**src/rtl/mant_mul_seq.sv**
```systemverilog
// Sequential shift-and-add mantissa multiplier, one conditional 2N-bit add per clock.
// Define MANT_MUL_EARLY_EXIT_EN to finish as soon as the remaining multiplier bits are zero.

module mant_mul_seq_rca #(
  parameter int unsigned W = 48
) (
  input  logic [W-1:0] a_i,
  input  logic [W-1:0] b_i,
  input  logic         cin_i,
  output logic [W-1:0] sum_o,
  output logic         cout_o
);

  logic [W:0] carry;

  always_comb begin
    carry    = '0;
    sum_o    = '0;
    carry[0] = cin_i;
    for (int i = 0; i < int'(W); i++) begin
      sum_o[i]     = a_i[i] ^ b_i[i] ^ carry[i];
      carry[i + 1] = (a_i[i] & b_i[i]) | (carry[i] & (a_i[i] ^ b_i[i]));
    end
    cout_o = carry[W];
  end

endmodule

module mant_mul_seq #(
  parameter int unsigned N = 24
) (
  input  logic           clk,
  input  logic           rst,
  input  logic           in_valid,
  output logic           in_ready,
  input  logic [N-1:0]   a,
  input  logic [N-1:0]   b,
  output logic           out_valid,
  input  logic           out_ready,
  output logic [2*N-1:0] product,
  output logic           busy
);

  localparam int unsigned CntW = (N > 1) ? $clog2(N) : 1;

  typedef enum logic [1:0] {StIdle, StRun, StDone} state_e;

  state_e           state_q, state_d;
  logic [2*N-1:0]   acc_q, acc_d;
  logic [2*N-1:0]   mcand_q, mcand_d;
  logic [2*N-1:0]   product_q, product_d;
  logic [N-1:0]     mplier_q, mplier_d;
  logic [CntW-1:0]  cnt_q, cnt_d;
  logic [2*N-1:0]   sum;
  logic             cout_unused;
  logic             last_iter;

  // Carry-out can never be set: the partial sum is bounded by a*b < 2^(2N).
  mant_mul_seq_rca #(
    .W (2 * N)
  ) u_adder (
    .a_i    (acc_q),
    .b_i    (mcand_q),
    .cin_i  (1'b0),
    .sum_o  (sum),
    .cout_o (cout_unused)
  );

  always_comb begin
`ifdef MANT_MUL_EARLY_EXIT_EN
    last_iter = ((mplier_q >> 1) == '0) || (cnt_q == CntW'(N - 1));
`else
    last_iter = (cnt_q == CntW'(N - 1));
`endif
  end

  always_comb begin
    state_d   = state_q;
    acc_d     = acc_q;
    mcand_d   = mcand_q;
    mplier_d  = mplier_q;
    cnt_d     = cnt_q;
    product_d = product_q;
    unique case (state_q)
      StIdle: begin
        if (in_valid) begin
          acc_d    = '0;
          mcand_d  = {{N{1'b0}}, a};
          mplier_d = b;
          cnt_d    = '0;
          state_d  = StRun;
        end
      end
      StRun: begin
        acc_d    = mplier_q[0] ? sum : acc_q;
        mcand_d  = mcand_q << 1;
        mplier_d = mplier_q >> 1;
        cnt_d    = cnt_q + CntW'(1);
        if (last_iter) begin
          product_d = acc_d;
          state_d   = StDone;
        end
      end
      StDone: begin
        if (out_ready) begin
          state_d = StIdle;
        end
      end
      default: state_d = StIdle;
    endcase
  end

  always_ff @(posedge clk) begin
    if (rst) begin
      state_q   <= StIdle;
      acc_q     <= '0;
      mcand_q   <= '0;
      mplier_q  <= '0;
      cnt_q     <= '0;
      product_q <= '0;
    end else begin
      state_q   <= state_d;
      acc_q     <= acc_d;
      mcand_q   <= mcand_d;
      mplier_q  <= mplier_d;
      cnt_q     <= cnt_d;
      product_q <= product_d;
    end
  end

  assign in_ready  = (state_q == StIdle) && !rst;
  assign out_valid = (state_q == StDone);
  assign busy      = (state_q != StIdle);
  assign product   = product_q;

endmodule

```
**config.mk**
```make
export PLATFORM = sky130hd
export DESIGN_NAME = mant_mul_seq
export DESIGN_NICKNAME = d
export VERILOG_FILES = /design/src/rtl/mant_mul_seq.sv
export SDC_FILE = /design/constraint.sdc
export NUM_CORES = 1
export LEC_CHECK = 0
export ABC_AREA = 1
export BUFFER_PORTS_ARGS = -buffer_cell sky130_fd_sc_hd__buf_2
export CORE_AREA = 2 2 210 160
export CTS_CLUSTER_SIZE = 40
export DETAILED_ROUTE_END_ITERATION = 8
export DIE_AREA = 0 0 212 162
export GPL_TIMING_DRIVEN = 0
export SLEW_MARGIN = 40
export SYNTH_ARGS = -nofsm -noshare
export SYNTH_HDL_FRONTEND = slang
export SYNTH_HIERARCHICAL = 1
export SYNTH_SLANG_ARGS = --single-unit
```
**constraint.sdc**
```tcl
create_clock -name clk -period 21.6 [get_ports clk]
set_input_delay 2.16 -clock clk [delete_from_list [all_inputs] [get_ports clk]]
set_output_delay 2.16 -clock clk [all_outputs]
set_load 0.05 [all_outputs]
```
## After elaboration in Yosys (flattened, before gate mapping)

Index checks and enable logic that the tools add are counted.

- Flip-flop bits (word level): 175
- Bits of input ports: 52
- Output and inout port bits: 51
- Word-level logic and storage cells: 268

- Add/subtract/negate cells: 1
- Equal/unequal tests: 6
- Mux-type cells: 13
- Bitwise gates (word level): 234
- Reductions and logical operators: 8

Operators by type and width:

| kind | count |
|---|---|
| 48-bit case mux with 2 select lines | 2 |
| 48-bit two-way mux | 3 |
| 1-bit bitwise XOR | 95 |
| 1-bit AND | 93 |
| 24-bit case mux with 2 select lines | 1 |
| 1-bit bitwise OR | 46 |
| 24-bit two-way mux | 1 |
| 5-bit case mux with 2 select lines | 1 |
| 2-bit two-way mux | 3 |
| 2-bit case mux with 3 select lines | 1 |
| 5-bit by 1-bit adder with 5-bit output, second input constant | 1 |
| 5-bit == test, second input constant | 1 |
| 5-bit two-way mux | 1 |
| 2-bit inequality test, second input constant | 2 |
| 2-bit AND reduction | 2 |
| 2-bit nonzero test | 2 |
| 3-bit AND reduction | 1 |
| 2-bit by 1-bit == test with 1-bit output, second input constant | 1 |
| 2-bit == test, second input constant | 1 |
| 2-bit zero test | 1 |
| 2-bit by 1-bit inequality test with 1-bit output, second input constant | 1 |
| 1-bit logical AND | 1 |
| 1-bit zero test | 1 |

## Logic depth before layout (Yosys ltp)

Gate-level depths: netlist of the first run.

- Depth in word-level cells: 96
- Mapped depth: 58
- Depth with buffers taken out: 58

## Cells and area by module

The synthesis of the first run kept the hierarchy.

By module, submodules not included:

| module | instances | cells each | area an instance (um^2) | sequential area each (um^2) |
|---|---|---|---|---|
| mant_mul_seq | 1 | 1274 | 8272.9 | 3503.4 |
| mant_mul_seq_rca | 1 | 58 | 998.5 | 0.0 |

## Worst setup path after synthesis of the first run

OpenSTA, ideal clock, no wires.

- Path kind: register to register
- Start: reg acc_q[0]
- End: reg product_q[47] (netlist: product[47])
- Library setup time: 64 ps
- Data arrival time: 18847 ps
- Data required time: 21536 ps
- Setup slack: 2688 ps
- Stages on the path, launching flop included: 59
- Path buffers: 0
- Period minus slack after synthesis: 18912 ps
- Cell sequence: dfxtp_1 -> fa_1 -> fa_1 -> fa_1 -> fa_1 -> fa_1 -> fa_1 -> fa_1 -> fa_1 -> fa_1 -> fa_1 -> fa_1 -> fa_1 -> fa_1 -> fa_1 -> fa_1 -> fa_1 -> inv_1 -> [... 23 more ...] -> fa_1 -> fa_1 -> fa_1 -> fa_1 -> fa_1 -> fa_1 -> fa_1 -> fa_1 -> fa_1 -> inv_1 -> fa_1 -> inv_1 -> inv_1 -> nand2_1 -> nand2_1 -> nand3_1 -> nand2_1 -> nor2_1

- Cells in the longest elaborated chain, start to end: 95

RTL lines:

| element | line | RTL |
|---|---|---|
| from (decl) | 49 | `logic [2*N-1:0] acc_q, acc_d;` |
| from (signal assigned) | 116 | `acc_q <= '0;` |
| from (signal assigned) | 123 | `acc_q <= acc_d;` |
| 1-bit AND (2 in a row) | 22 | `carry[i + 1] = (a_i[i] & b_i[i]) \| (carry[i] & (a_i[i] ^ b_i[i]));` |
| 1-bit bitwise OR | 22 |  |
| 1-bit AND | 22 |  |
| 1-bit bitwise OR | 22 |  |
| 1-bit AND | 22 |  |
| 1-bit bitwise OR | 22 |  |
| 1-bit AND | 22 |  |
| 1-bit bitwise OR | 22 |  |
| [... 79 more ...] | -- |  |
| 1-bit bitwise OR | 22 |  |
| 1-bit AND | 22 |  |
| 1-bit bitwise OR | 22 |  |
| 1-bit AND | 22 |  |
| 1-bit bitwise OR | 22 |  |
| 1-bit bitwise XOR | 21 | `sum_o[i] = a_i[i] ^ b_i[i] ^ carry[i];` |
| net sum[47] | 54 | `logic [2*N-1:0] sum;` |
| 48-bit two-way mux | 95 | `acc_d = mplier_q[0] ? sum : acc_q;` |
| to (signal assigned) | 127 | `product_q <= product_d;` |
| to (decl) | 51 | `logic [2*N-1:0] product_q, product_d;` |

The timed path passes the listed nets, and every way through them passes these cells.
A chain may end at the register's enable or synchronous reset.

## Worst setup path in the final report of the first run

Ends and elaborated chain as after synthesis.

==> impl_metrics.yaml, run 1 <==
run_status:
  status: "finished clean"
power:
  irDropWorstVdd_mv: 0.0492
  seqPwrFrac_pct: 43.7
  combPwrFrac_pct: 11.8
  p_switching_mw: 0.211
  powerDensity_nw_per_um2: 70.5
  p_leak_nw: 4.95
  power.share.switching_pct: 27.3
  clockPowerShare_pct: 44.5
  p_int_mw: 0.563
floorplan:
  die_area_um2: 34300
  fp.dieH_um: 162
  fp.dieW_um: 212
  initial_core_util_pct: 28.8
  num_rows: 57
  ioPinCount: 103
  coreArea_um2: 32200
route:
  ant_nets: 0
  drcViolationCount: 0
  dr.first_iter.drc_count: 703
  num_vias: 8759
  dr.pass1.iters: 6
  routed_wl_mm: 28.3
  wl_per_cell_um: 14.8
  viasPerCell: 4.60
clock_tree:
  clkTransAtPathRegs_ns: 0.07
  hold_buffers: 0
  cts_inserted_buffers: 17
  htreeDepth: 4
  cts_tree: "built"
  cts_root_buf: "clkbuf_16"
  cts_setup_buffers: 0
  post_cts_resized: 0
  clock-sinks: 175
  cts_max_path_buffers: 2
  clkLatencyLatePin_ns: 0.45
layout:
  nNetsFinal: 1552
  num_antenna_cells: 0
  mostFrequentLayoutCell: "nand2_1"
  areaGrowthSynthToFinish_pct: 18.4
  drive_gt1_share_pct: 14.1
  layout_common_cells: "nand2_1 (329), nand3_1 (267), dfxtp_1 (175)"
  finish.utilization_pct: 34.1
worst_setup_path:
  critPathKind: "reg -> reg"
  crit_required_ns: 21.99
  arrival_ns: 20.46
  cp-start-kind: "flop"
  max_stage_delay_ns: 0.44
  cpMaxStageDelayCell: "fa_1"
  path_max_fanout: 3
  path_common_cell: "fa_1"
  end_kind: "flop"
timing:
  report.final.hold_viol_count: 0
  fmax_mhz: 49.8
  worst_slew_pin_slew_ns: 0.729
  maxSlewHeadroom_pct: 51.4
  fin_skew_ns: 0.0140
  rsz0062_at_grt: "no"
  finalSetupViolCount: 0
  drv_slew: 0
  final.setup.tns_ns: 0
  fin_crit_ns: 20.07
  fin_crit_sh_pct: 92.9
global_routing:
  grt_pass1_wl_mm: 45.0
  gr-usage-met2_pct: 24.9
  grtUsageMet1_pct: 24.8
  grt_max_degree: 17
  grt_pass1_vias: 8218
  top_usage_layer: "met2"
  grt-ovfl-total: 0
  grt_util_met3_pct: 3.65
  grtUsageTotal_pct: 16.9
  antenna_found_initial: 0
job:
  drv_cap: 0
yosys:
  synthCells: 1331
  syn-num-nets: 1432
  ys.warnings.count: 6
  netlist_area_um2: 9270
  syn_area_per_cell_um2: 6.96
place:
  place_hpwl_mm: 21.3
  port_buffers: 101
  gp_congestion: 0.813
hold_path:
  hold_path.class: "reg -> reg"
## sequential cells by signal, indices dropped and copies added, names as in the netlist
signal / cells
state_q: 2
acc_q: 48
product: 48
mplier_q: 24
mcand_q: 48
cnt_q: 5
## path summary, 6_finish.rpt
path,from,to,slack (ns),cells past startpoint
hold reg to reg,product[11],product[11],0.47,2
hold / removal,product[11],product[11],0.47,2
setup reg to reg,acc_q[0],product[47],1.53,58
setup / recovery,acc_q[0],product[47],1.53,58
## stage by stage
stage | worst slack [ns] | power (mW) | cells | hold slack (ns) | cell area (um2)
after global placement | 1.76 | 0.434 | 1874 | 0.460 | 10300
final | 1.53 | 0.774 | 1906 | 0.473 | 11000
after detailed placement | 1.71 | 0.436 | 1874 | 0.463 | 10300
after floorplan | 2.69 | 0.404 | 1331 | 0.447 | 9270
after CTS | 1.61 | 0.779 | 1906 | 0.480 | 11000
after global routing | 0.923 | 0.807 | 1906 | 0.497 | 11000
## routing by layer
| layer | vias to the layer above | wire length, um |
|---|---|---|
| met5 | - | 0 |
| met4 | 0 | 420 |
| met3 | 30 | 2190 |
| met2 | 276 | 11900 |
| met1 | 4036 | 13700 |
| li1 | 4417 | - |
## critical path, delay by kind of cell (launching register included)
family	cells	cell delay, ns
fa+ha+maj	48	18.98
simple gates	5	0.39
flops	1	0.34
buf+inv	5	0.31
## cell type report
cell class                 count  area (um2)
inverter                     160         601
multi-input combinational    899        4670
fill                        3448       21200
clock buffer                  21         470
clock inverter                11         179
buffer                        97         494
timing repair buffer         101         505
tap                          442         553
sequential                   175        3500
## power by group through the flow
stage | Combinational (mW) | Clock, mW | Sequential [mW]
6_report | 0.0910 | 0.344 | 0.338
5_1_grt | 0.103 | 0.365 | 0.340
4_1_cts | 0.0906 | 0.350 | 0.338
3_5_place_dp | 0.0903 | 0 | 0.346
3_3_place_gp | 0.0887 | 0 | 0.346
2_1_floorplan | 0.0605 | 0 | 0.344
Power figures use the tool's default switching activity.
==> inputs of run 2 (changes only) <==
--- a/config.mk
+++ b/config.mk
@@ -7,13 +7,12 @@
 export LEC_CHECK = 0
 export ABC_AREA = 1
 export BUFFER_PORTS_ARGS = -buffer_cell sky130_fd_sc_hd__buf_2
-export CORE_AREA = 2 2 210 160
+export CORE_AREA = 2 2 144 111
 export CTS_CLUSTER_SIZE = 40
 export DETAILED_ROUTE_END_ITERATION = 8
-export DIE_AREA = 0 0 212 162
-export GPL_TIMING_DRIVEN = 0
+export DIE_AREA = 0 0 146 113
+export PLACE_DENSITY = 0.75
 export SLEW_MARGIN = 40
 export SYNTH_ARGS = -nofsm -noshare
 export SYNTH_HDL_FRONTEND = slang
-export SYNTH_HIERARCHICAL = 1
 export SYNTH_SLANG_ARGS = --single-unit
==> impl_metrics.yaml, run 2 <==
route:
  num_vias: 6873
  ant_nets: 0
  viasPerCell: 5.06
  drcViolationCount: 0
  wl_per_cell_um: 12.8
  dr.first_iter.drc_count: 508
  dr.pass1.iters: 5
  routed_wl_mm: 17.3
yosys:
  async_flop_share_pct: 0
  synth_edf_count: 0
  synth_top_area_share_pct: 43.0
  synth_ff_type: "dfxtp_1"
  syn-num-nets: 1179
  syn_area_per_cell_um2: 7.56
  ys_seq_elements: 175
  ys.warnings.count: 0
  synthTopCellsByCount: "nand2_1 (312), dfxtp_1 (175), inv_1 (111)"
  synthCells: 1079
  ys_seq_area_share_pct: 43.0
  netlist_area_um2: 8160
  yosys.area.top_type: "dfxtp_1"
  synth.area.top_cells: "dfxtp_1 (43%), nand2_1 (14%), fa_1 (11%)"
  ys_types: 23
  synth.most_common_cell: "nand2_1"
clock_tree:
  clkTransAtPathRegs_ns: 0.06
  cts_setup_buffers: 0
  hold_buffers: 0
  cts_max_path_buffers: 2
  clkLatencyLatePin_ns: 0.43
  cts_root_buf: "clkbuf_16"
  cts_tree: "built"
  clock-sinks: 175
  cts_inserted_buffers: 17
  post_cts_resized: 0
  htreeDepth: 4
global_routing:
  grtUsageTotal_pct: 22.4
  grt_pass1_vias: 6274
  grt_pass1_wl_mm: 30.0
  antenna_found_initial: 1
  grt-ovfl-total: 0
  grt_max_degree: 72
layout:
  finish.utilization_pct: 61.5
  areaGrowthSynthToFinish_pct: 13.3
  num_antenna_cells: 0
  fin_cells: 1358
  nNetsFinal: 1240
  mostFrequentLayoutCell: "nand2_1"
  fill_cells: 1409
  layout_common_cells: "nand2_1 (312), dfxtp_1 (175), inv_1 (110)"
  drive_gt1_share_pct: 12.7
place:
  gp_congestion: 0.766
  place_inst: 1326
  place_hpwl_mm: 10.9
  port_buffers: 102
hold_path:
  hold_path.class: "reg -> reg"
worst_setup_path:
  critical-path-top-delay-family: "adder cells"
  path_max_fanout: 3
  crit_required_ns: 21.89
  arrival_ns: 19.13
  end_kind: "flop"
  cpMaxStageDelayCell: "fa_1"
  crit_buf_inv: 4
  path_common_cell: "fa_1"
  cp-start-kind: "flop"
  critPathKind: "reg -> reg"
  max_stage_delay_ns: 0.43
floorplan:
  ioPinCount: 103
  fp.dieH_um: 113
  die_area_um2: 16500
  fp.dieW_um: 146
  coreArea_um2: 15000
  num_rows: 39
  initial_core_util_pct: 54.3
timing:
  report.final.hold_viol_count: 0
  final.setup.tns_ns: 0
  fin_skew_ns: 0.00979
  maxSlewHeadroom_pct: 50.8
  holdWs_ns: 0.463
  fin_crit_sh_pct: 87.2
  drv_slew: 0
  rsz0062_at_grt: "no"
  fmax_mhz: 53.1
  finalSetupViolCount: 0
  worst_slew_pin_slew_ns: 0.737
  fin_crit_ns: 18.84
power:
  clockPowerShare_pct: 43.5
  power_mw: 0.678
  irDropWorstVdd_mv: 0.0554
  p_int_mw: 0.515
  power.share.switching_pct: 24.0
  p_leak_nw: 3.35
  combPwrFrac_pct: 7.3
  p_switching_mw: 0.163
  seqPwrFrac_pct: 49.2
  powerDensity_nw_per_um2: 73.4
run_status:
  status: "finished clean"
job:
  drv_cap: 0
==> run 2: metal layers <==
| layer | global-route usage, % | part of all wire (%) | up-vias |
|---|---|---|---|
| li1 | - | - | 3512 |
| met1 | 31.2 | 49 | 3166 |
| met2 | 34.5 | 44 | 175 |
| met3 | 5.00 | 5.9 | 20 |
| met4 | 7.96 | 1.5 | 0 |
| met5 | 0 | 0 | - |
==> run 2: per-stage QoR <==
stage | cell area, um2 | setup slack [ns]
after global placement | 8670 | 3.11
final | 9240 | 2.76
after CTS | 9240 | 2.82
after global routing | 9240 | 2.08
after floorplan | 8160 | 3.71
after detailed placement | 8680 | 2.94
==> run 2: worst register-to-register path: cells and delay by family (launching register included) <==
kind,cells,cell delay (ns)
compound gates,2,0.17
fa+ha+maj,47,17.47
buf+inv,4,0.26
flops,1,0.35
simple gates,3,0.43
==> run 2: cell type report <==
cell class,count,area (um2),area share [%]
multi-input cells,719,3900,42.2
flip-flops and latches,175,3500,37.9
repair buffers,111,584,6.32
clock buffers,28,507,5.48
inverters,116,443,4.79
well taps,205,256,2.78
clock inverters,4,51.3,0.555
==> run 2: power by group through the flow <==
stage / combinational (mW) / clock (mW) / sequential [mW]
finish: 0.0495 / 0.295 / 0.334
floorplan: 0.0374 / 0 / 0.340
global placement: 0.0489 / 0 / 0.341
detailed placement: 0.0496 / 0 / 0.341
CTS: 0.0498 / 0.299 / 0.334
global route: 0.0563 / 0.314 / 0.335
==> run 2: worst paths after layout <==
path / from / to / slack (ns) / depth (start not counted)
setup / recovery: mcand_q[0] / product[46] / 2.76 / 56
hold / removal: mplier_q[23] / mplier_q[23] / 0.46 / 2
hold reg to reg: mplier_q[23] / mplier_q[23] / 0.46 / 2
setup reg to reg: mcand_q[0] / product[46] / 2.76 / 56
==> run 2: cells by family (layout without fill, tap and decap cells) <==
family | count (synthesis) | in the layout | share of synthesized area (%)
AND/OR/NAND/NOR | 432 | 432 | 20.4
AO/OA/AOI/OAI | 239 | 239 | 15.7
buffers and inverters | 185 | 259 | 9.37
flip-flops | 175 | 175 | 43.0
adder cells (fa/ha/maj) | 48 | 48 | 11.6
